==> src/rtl/resp_pkg.sv <==
// Shared constants and types for the response dispatcher.
// Holds the default parameter values, the default-width ticket type and the
// "no ticket" value used by every counter and by the dispatcher itself.
package resp_pkg;

  localparam int DEF_NUM_CTR        = 5;
  localparam int DEF_TICKET_W       = 6;
  localparam int DEF_QUEUE_DEPTH    = 16;
  localparam int DEF_SERVICE_CYCLES = 8;

  // Width of the call_ctr output; covers up to 8 counters.
  localparam int CALL_W   = 3;
  // Width of the completed-service counter.
  localparam int SERVED_W = 16;
  // Maximum number of priority tickets tracked at once (RESP_PRIORITY_EN builds).
  localparam int VIP_DEPTH = 4;

  typedef logic [DEF_TICKET_W-1:0] ticket_t;

  // Ticket value meaning "nothing issued / nothing assigned".
  localparam ticket_t TICKET_NONE = '0;

endpackage

==> src/rtl/resp_counter.sv <==
// One service counter: remembers the ticket it was last given, stays busy
// for SERVICE_CYCLES rising edges after a start, and raises done during the
// cycle whose closing edge ends the service so the dispatcher can count it
// at that same edge.
module resp_counter
  import resp_pkg::*;
#(
  parameter int TICKET_W       = DEF_TICKET_W,
  parameter int SERVICE_CYCLES = DEF_SERVICE_CYCLES
)(
  input  logic                clk,
  input  logic                rst,
  input  logic                start,
  input  logic [TICKET_W-1:0] ticket_in,
  output logic                busy,
  output logic [TICKET_W-1:0] ticket,
  output logic                done
);

  localparam int TIMER_W = $clog2(SERVICE_CYCLES + 1);
  localparam logic [TIMER_W-1:0] TIMER_LOAD = TIMER_W'(SERVICE_CYCLES);

  logic [TIMER_W-1:0] timer;

  // The last busy edge is the one where the timer still reads 1.
  assign done = busy && (timer == TIMER_W'(1));

  // Load the timer on start, count it down while busy, drop busy at the end;
  // the held ticket is kept after the service so it stays visible when idle.
  always_ff @(posedge clk) begin
    if (rst) begin
      busy   <= 1'b0;
      timer  <= '0;
      ticket <= TICKET_W'(TICKET_NONE);
    end else if (start) begin
      busy   <= 1'b1;
      timer  <= TIMER_LOAD;
      ticket <= ticket_in;
    end else if (busy) begin
      if (done) begin
        busy  <= 1'b0;
        timer <= '0;
      end else begin
        timer <= timer - TIMER_W'(1);
      end
    end
  end

endmodule

==> src/rtl/resp_dispatch.sv <==
// Ticket dispenser and counter dispatcher.
// A button press issues the next ticket number; waiting tickets are handed,
// oldest first, to the lowest-numbered idle counter, one per clock edge.
// The queue is just two ticket counters (last issued, last served) plus a
// waiting count, so no ticket numbers are stored for ordinary service.
// Optional feature macro: RESP_PRIORITY_EN adds a vip input; vip tickets are
// served ahead of ordinary ones, and only their numbers are remembered.
module resp_dispatch
  import resp_pkg::*;
#(
  parameter int NUM_CTR        = DEF_NUM_CTR,
  parameter int TICKET_W       = DEF_TICKET_W,
  parameter int QUEUE_DEPTH    = DEF_QUEUE_DEPTH,
  parameter int SERVICE_CYCLES = DEF_SERVICE_CYCLES
)(
  input  logic                               clk,
  input  logic                               rst,
  input  logic                               button,
`ifdef RESP_PRIORITY_EN
  input  logic                               vip,
`endif
  output logic [TICKET_W-1:0]                last_ticket,
  output logic [$clog2(QUEUE_DEPTH+1)-1:0]   waiting,
  output logic                               reject,
  output logic [NUM_CTR-1:0]                 ctr_busy,
  output logic [NUM_CTR*TICKET_W-1:0]        ctr_ticket,
  output logic                               call_valid,
  output logic [CALL_W-1:0]                  call_ctr,
  output logic [SERVED_W-1:0]                total_served
);

  localparam int WAIT_W = $clog2(QUEUE_DEPTH + 1);
  localparam logic [WAIT_W-1:0] WAIT_FULL = WAIT_W'(QUEUE_DEPTH);
  localparam logic [TICKET_W-1:0] TICKET_MAX = '1;
  localparam int IDX_W = (NUM_CTR > 1) ? $clog2(NUM_CTR) : 1;

  // Ticket numbering runs 1 .. all-ones and then wraps back to 1, never 0.
  function automatic logic [TICKET_W-1:0] next_ticket(input logic [TICKET_W-1:0] t);
    return (t == TICKET_MAX) ? TICKET_W'(1) : t + TICKET_W'(1);
  endfunction

  // btn_low remembers that button was low at the previous edge; it clears in
  // reset so a button already held high when reset lifts is not a press.
  logic btn_low;
  logic req;
  logic accept;
  logic refuse;

  logic [TICKET_W-1:0] serve_ptr;
  logic                dispatch;
  logic                advance_serve;
  logic [TICKET_W-1:0] dispatch_ticket;

  logic             idle_found;
  logic [IDX_W-1:0] idle_idx;
  logic [NUM_CTR-1:0] start;
  logic [NUM_CTR-1:0] done;

  logic [WAIT_W-1:0]   waiting_next;
  logic [3:0]          done_count;
  logic [SERVED_W:0]   served_sum;
  logic [SERVED_W-1:0] served_next;

  assign req = button & btn_low;

  // Pick the lowest-indexed counter that is idle at the start of this cycle.
  always_comb begin
    idle_found = 1'b0;
    idle_idx   = '0;
    for (int i = NUM_CTR - 1; i >= 0; i--) begin
      if (!ctr_busy[i]) begin
        idle_found = 1'b1;
        idle_idx   = IDX_W'(i);
      end
    end
  end

`ifdef RESP_PRIORITY_EN
  // Priority tickets: vip_hist keeps vip ticket numbers in issue order. The
  // oldest vip_cnt - vip_pend entries have already been served but are kept
  // until the ordinary serve pointer steps over their numbers.
  logic [TICKET_W-1:0] vip_hist [VIP_DEPTH];
  logic [2:0]          vip_cnt;
  logic [2:0]          vip_pend;
  logic                vip_full;
  logic                vip_accept;
  logic                head_done;
  logic                cand_is_vip;
  logic                skip;
  logic                vip_disp;
  logic                norm_disp;
  logic                normal_avail;
  logic [TICKET_W-1:0] candidate;
  logic [1:0]          pend_idx;
  logic [1:0]          push_idx;

  // Decide between a vip dispatch, an ordinary dispatch and skipping an
  // already-served vip number in the ordinary sequence.
  always_comb begin
    vip_full     = (vip_cnt == 3'(VIP_DEPTH));
    refuse       = req && ((waiting == WAIT_FULL) || (vip && vip_full));
    accept       = req && !refuse;
    vip_accept   = accept && vip;
    candidate    = next_ticket(serve_ptr);
    head_done    = (vip_cnt != 3'd0) && (vip_cnt > vip_pend);
    cand_is_vip  = (vip_cnt != 3'd0) && (candidate == vip_hist[0]);
    skip         = cand_is_vip && head_done;
    normal_avail = int'(waiting) > int'(vip_pend);
    vip_disp     = (vip_pend != 3'd0) && idle_found;
    norm_disp    = !vip_disp && normal_avail && !cand_is_vip && idle_found;
    pend_idx     = 2'(vip_cnt - vip_pend);
    push_idx     = 2'(vip_cnt - 3'(skip));
    dispatch     = vip_disp || norm_disp;
    advance_serve = norm_disp || skip;
    dispatch_ticket = vip_disp ? vip_hist[pend_idx] : candidate;
  end

  // Maintain the vip number history and the count of vip tickets not yet served.
  always_ff @(posedge clk) begin
    if (rst) begin
      vip_cnt  <= 3'd0;
      vip_pend <= 3'd0;
      for (int i = 0; i < VIP_DEPTH; i++) begin
        vip_hist[i] <= TICKET_W'(TICKET_NONE);
      end
    end else begin
      if (skip) begin
        for (int i = 0; i < VIP_DEPTH - 1; i++) begin
          vip_hist[i] <= vip_hist[i+1];
        end
      end
      if (vip_accept) begin
        vip_hist[push_idx] <= next_ticket(last_ticket);
      end
      vip_cnt  <= vip_cnt + 3'(vip_accept) - 3'(skip);
      vip_pend <= vip_pend + 3'(vip_accept) - 3'(vip_disp);
    end
  end
`else
  // Strict FIFO: the oldest waiting ticket is always the one after serve_ptr.
  always_comb begin
    refuse          = req && (waiting == WAIT_FULL);
    accept          = req && !refuse;
    dispatch        = (waiting != '0) && idle_found;
    advance_serve   = dispatch;
    dispatch_ticket = next_ticket(serve_ptr);
  end
`endif

  // Waiting count: an issue and a dispatch in the same cycle cancel out.
  always_comb begin
    waiting_next = waiting;
    if (accept && !dispatch) begin
      waiting_next = waiting + WAIT_W'(1);
    end else if (!accept && dispatch) begin
      waiting_next = waiting - WAIT_W'(1);
    end
  end

  // Add every completion this cycle to the served total, saturating at all-ones.
  always_comb begin
    done_count = 4'd0;
    for (int i = 0; i < NUM_CTR; i++) begin
      done_count = done_count + 4'(done[i]);
    end
    served_sum  = {1'b0, total_served} + (SERVED_W+1)'(done_count);
    served_next = served_sum[SERVED_W] ? '1 : served_sum[SERVED_W-1:0];
  end

  // Issue/serve bookkeeping and the registered status outputs.
  always_ff @(posedge clk) begin
    if (rst) begin
      btn_low      <= 1'b0;
      last_ticket  <= TICKET_W'(TICKET_NONE);
      serve_ptr    <= TICKET_W'(TICKET_NONE);
      waiting      <= '0;
      reject       <= 1'b0;
      call_valid   <= 1'b0;
      call_ctr     <= '0;
      total_served <= '0;
    end else begin
      btn_low      <= ~button;
      reject       <= refuse;
      call_valid   <= dispatch;
      waiting      <= waiting_next;
      total_served <= served_next;
      if (accept) begin
        last_ticket <= next_ticket(last_ticket);
      end
      if (advance_serve) begin
        serve_ptr <= next_ticket(serve_ptr);
      end
      if (dispatch) begin
        call_ctr <= CALL_W'(idle_idx);
      end
    end
  end

  // One service counter per desk; only the chosen idle counter is started.
  for (genvar i = 0; i < NUM_CTR; i++) begin : g_ctr
    assign start[i] = dispatch && (idle_idx == IDX_W'(i));

    resp_counter #(
      .TICKET_W       (TICKET_W),
      .SERVICE_CYCLES (SERVICE_CYCLES)
    ) u_ctr (
      .clk       (clk),
      .rst       (rst),
      .start     (start[i]),
      .ticket_in (dispatch_ticket),
      .busy      (ctr_busy[i]),
      .ticket    (ctr_ticket[i*TICKET_W +: TICKET_W]),
      .done      (done[i])
    );
  end

endmodule

==> config.mk <==
export PLATFORM = sky130hd
export DESIGN_NAME = resp_dispatch
export DESIGN_NICKNAME = d
export VERILOG_FILES = /design/src/rtl/resp_pkg.sv /design/src/rtl/resp_counter.sv /design/src/rtl/resp_dispatch.sv
export SDC_FILE = /design/constraint.sdc
export NUM_CORES = 1
export LEC_CHECK = 0
export CORE_ASPECT_RATIO = 1.75
export CORE_MARGIN = 5
export CORE_UTILIZATION = 48
export DETAILED_ROUTE_END_ITERATION = 10
export GPL_TIMING_DRIVEN = 0
export PLACE_DENSITY = 0.82
export SYNTH_ARGS = -nofsm -noshare
export SYNTH_HDL_FRONTEND = slang
export SYNTH_SLANG_ARGS = --single-unit
==> constraint.sdc <==
create_clock -name clk -period 3.7 [get_ports clk]
set_input_delay 0.555 -clock clk [delete_from_list [all_inputs] [get_ports clk]]
set_output_delay 0.555 -clock clk [all_outputs]
set_load 0.1 [all_outputs]
==> impl_metrics.tcl <==
set metrics [dict create \
    synth_area_sq_um 4400 \
    synth.top_cell.area_share_pct 42.7 \
    gp_congestion 0.838 \
    h-tree-depth 3 \
    track_usage_pct 22.0 \
    swShare_pct 47.1 \
    crit_path_end_kind "flip-flop" \
    cpPeakStageDelay_ps 480 \
    route.detailed.drc 0 \
    cts_tree "yes" \
    clockPowerShare_pct 21.2 \
    layout-drive-gt1-share_pct 12.2 \
    die_width_microns 82.4 \
    clk_pin_slew_ps 70 \
    crit_family "adder cells" \
    cpMaxStageDelayCell "fa_1" \
    crit_arrival_ps 3680 \
    die_h_microns 137 \
    p_leak_nw 2.05 \
    synth_cell_types 58 \
    grt_max_degree 17 \
    post-route-min-period_ps 3480 \
    setup_viol 0 \
    power_frac_comb_pct 48.2 \
    ir_worst_vdd_v 0.000424 \
    yosysWarnings 0 \
    ys_seq_area_share_pct 42.7 \
    crit_buf_inv 4 \
    worst-setup-path-type "flip-flop to flip-flop" \
    hpwl_microns 8430 \
    slew_headroom_pct 34.0 \
    ant_nets 0 \
    crit_path_cell_trace "inv_1, ha_1, nor3b_4, and2_1, fa_1, inv_1, fa_1, inv_1, ha_2, fa_2, a21o_1, nand4_1, or2_4, buf_6, a21oi_1" \
    grt_pass1_vias 4075 \
    finalHoldViolCount 0 \
    fillers 758 \
    vias_per_cell 5.68 \
    clockBufferDepth 2 \
    num_rows 46 \
    grt_pass1_wl_microns 19100 \
    worst_skew_pair.late_latency_ps 350 \
    wl_per_cell_microns 16.7 \
    grt.overflow.total 0 \
    drt-initial-drc-count 212 \
    setup_slack_ps 223 \
    synth_ff_type "dfxtp_1" \
    crit_path_max_fanout 10 \
    cp_data_required_time_ps 3910 \
    place_ws_ps -534 \
    switching_power_mw 2.11 \
    io_pins 70 \
    cts_root_buf "clkbuf_16" \
    synth_edf_count 0 \
    diodes 0 \
    cts_made_buffers 9 \
    synthTopCellsByArea "dfxtp_1 43%, ha_1 5.7%, a21oi_1 5.0%" \
    syn_inst 481 \
    start_util_pct 48.7 \
    hp-class "flip-flop to flip-flop" \
    nets 595 \
    ys_async_sr_fraction_pct 0 \
    maxSlewViolCount 0 \
    syn2layout_area_growth_pct 28.4 \
    p_per_area_nw_per_um2 794 \
    clock.fmax_mhz 288 \
    timing.final.crit_share_pct 94.0 \
    drt-total-wl_microns 11600 \
    holdWs_ps 479 \
    tightest_slew_ps 988 \
    cpMostUsedCell "inv_1" \
    rsz0062_at_grt "false" \
    cp-start-kind "flip-flop" \
    p_int_mw 2.37 \
    fin_skew_ps 7.41 \
    first_pass_iters 6 \
    die-area_sq_um 11300 \
    antenna_found_initial 0 \
    p_seq_share_pct 30.6 \
    avgSynthCellArea_sq_um 9.15 \
    io_buffers 68 \
    coreArea_sq_um 9040 \
    drv_cap 0 \
    clock_sinks 94 \
    ctsHoldBuffers 0 \
    ys_ff_latch 94 \
    outcome "finished clean" \
    synth_top_area_cell "dfxtp_1" \
    dr_total_vias 3936 \
    synthesis.nets 508 \
]
[per-layer routing]
layer	part of all wire, %	track usage [%]
met5	0	0
met4	4.9	15.3
met3	4.7	3.89
met2	52	38.1
met1	38	23.4
[Yosys cell counts, drive strengths merged (4+ instances only)]
master,count
a2111oi,4
a211oi,26
a21o,5
a21oi,46
a31oi,5
and3,4
buf,15
clkbuf,14
dfxtp,94
fa,4
ha,20
inv,26
mux2i,9
nand2,26
nand3,12
nand4,6
nor2,51
nor3,19
nor3b,4
nor4,4
o21ai,11
o2bb2ai,4
o31ai,5
or3,7
or4b,4
xnor2,10
xor2,10
[power by group through the flow]
| stage | Sequential (mW) | Combinational [mW] | Clock (mW) |
|---|---|---|---|
| floorplan | 2.10 | 0.877 | 0 |
| global placement | 1.38 | 2.04 | 0 |
| detailed placement | 1.38 | 2.09 | 0 |
| CTS | 1.37 | 2.10 | 0.962 |
| global route | 1.40 | 2.30 | 0.995 |
| finish | 1.37 | 2.16 | 0.950 |
[cells in the final DEF (no fill, tap or decap), drive strengths merged, types with 5 or more instances in the layout]
cell,Yosys,routed
a211oi,26,26
a21o,5,5
a21oi,46,46
a31oi,5,5
buf,15,25
clkbuf,14,22
clkdlybuf4s50,0,68
dfxtp,94,94
ha,20,20
inv,26,27
mux2i,9,9
nand2,26,26
nand3,12,12
nand4,6,6
nor2,51,51
nor3,19,19
o21ai,11,11
o31ai,5,5
or3,7,7
xnor2,10,10
xor2,10,10
[area by class of cell]
cell class,instances,area (sq um),share of cell area [%]
plain buffers,28,143,2.52
clock buffers,10,239,4.23
clock inverters,6,70.1,1.24
inverters,26,97.6,1.73
multi-input cells,332,2320,41.1
flip-flops and latches,94,1880,33.3
well taps,120,150,2.66
repair buffers,77,748,13.2
[final timing paths]
check	cells past startpoint	from	end	slack, ps
hold reg to reg	2	g_ctr[1].u_ctr.ticket[3]$_SDFFE_PP0P_	g_ctr[1].u_ctr.ticket[3]$_SDFFE_PP0P_	480
setup reg to reg	15	g_ctr[2].u_ctr.timer[1]$_SDFFE_PP0P_	total_served[3]$_SDFF_PP0_	220
setup / recovery	15	g_ctr[2].u_ctr.timer[1]$_SDFFE_PP0P_	total_served[3]$_SDFF_PP0_	220
hold / removal	2	g_ctr[1].u_ctr.ticket[3]$_SDFFE_PP0P_	g_ctr[1].u_ctr.ticket[3]$_SDFFE_PP0P_	480
[state kept, by name, indices dropped and copies added (netlist names)]
signal              cells
g_ctr.u_ctr.ticket     30
btn_low                 1
last_ticket             6
serve_ptr               6
call_ctr                3
g_ctr.u_ctr.busy        5
reject                  1
waiting                 5
g_ctr.u_ctr.timer      20
total_served           16
call_valid              1
[per-stage QoR]
stage          utilization [%]  cell area [sq um]  TNS [ps]  std cells  total power [mW]
3_3_place_gp              57.9               5230     -4830        669              3.42
2_1_floorplan                -               4400         0        481              2.98
5_1_grt                   62.5               5650         0        693              4.69
4_1_cts                   61.7               5570         0        685              4.43
3_5_place_dp              57.9               5230     -6420        669              3.47
6_report                  62.5               5650         0        693              4.49
[cell families after synthesis]
| kind of cell | after synthesis | share of synthesized area [%] |
|---|---|---|
| and+or+nand+nor | 155 | 18.2 |
| DFF | 94 | 42.7 |
| muxes | 12 | 2.81 |
| buffers and inverters | 55 | 5.37 |
| adders and majority gates | 24 | 7.50 |
| AOI/OAI and AO/OA | 121 | 19.4 |
| xor gates and xnor gates | 20 | 3.98 |
[what timing repair did]
item                                    4_1_cts  5_1_grt
pin swaps                                     1        7
gates cloned                                  0        0
endpoints found under the setup margin       15       13
setup buffers                                 1        8
resized for setup                             6        8
[worst register-to-register path, stage by stage (launching register included)]
cell,delay [ps]
dfxtp_1,350
inv_1,70
ha_1,200
nor3b_4,170
and2_1,180
fa_1,480
inv_1,60
fa_1,480
inv_1,50
ha_2,180
fa_2,370
a21o_1,220
nand4_1,140
or2_4,180
buf_6,150
a21oi_1,70
Power figures use the tool's default switching activity.
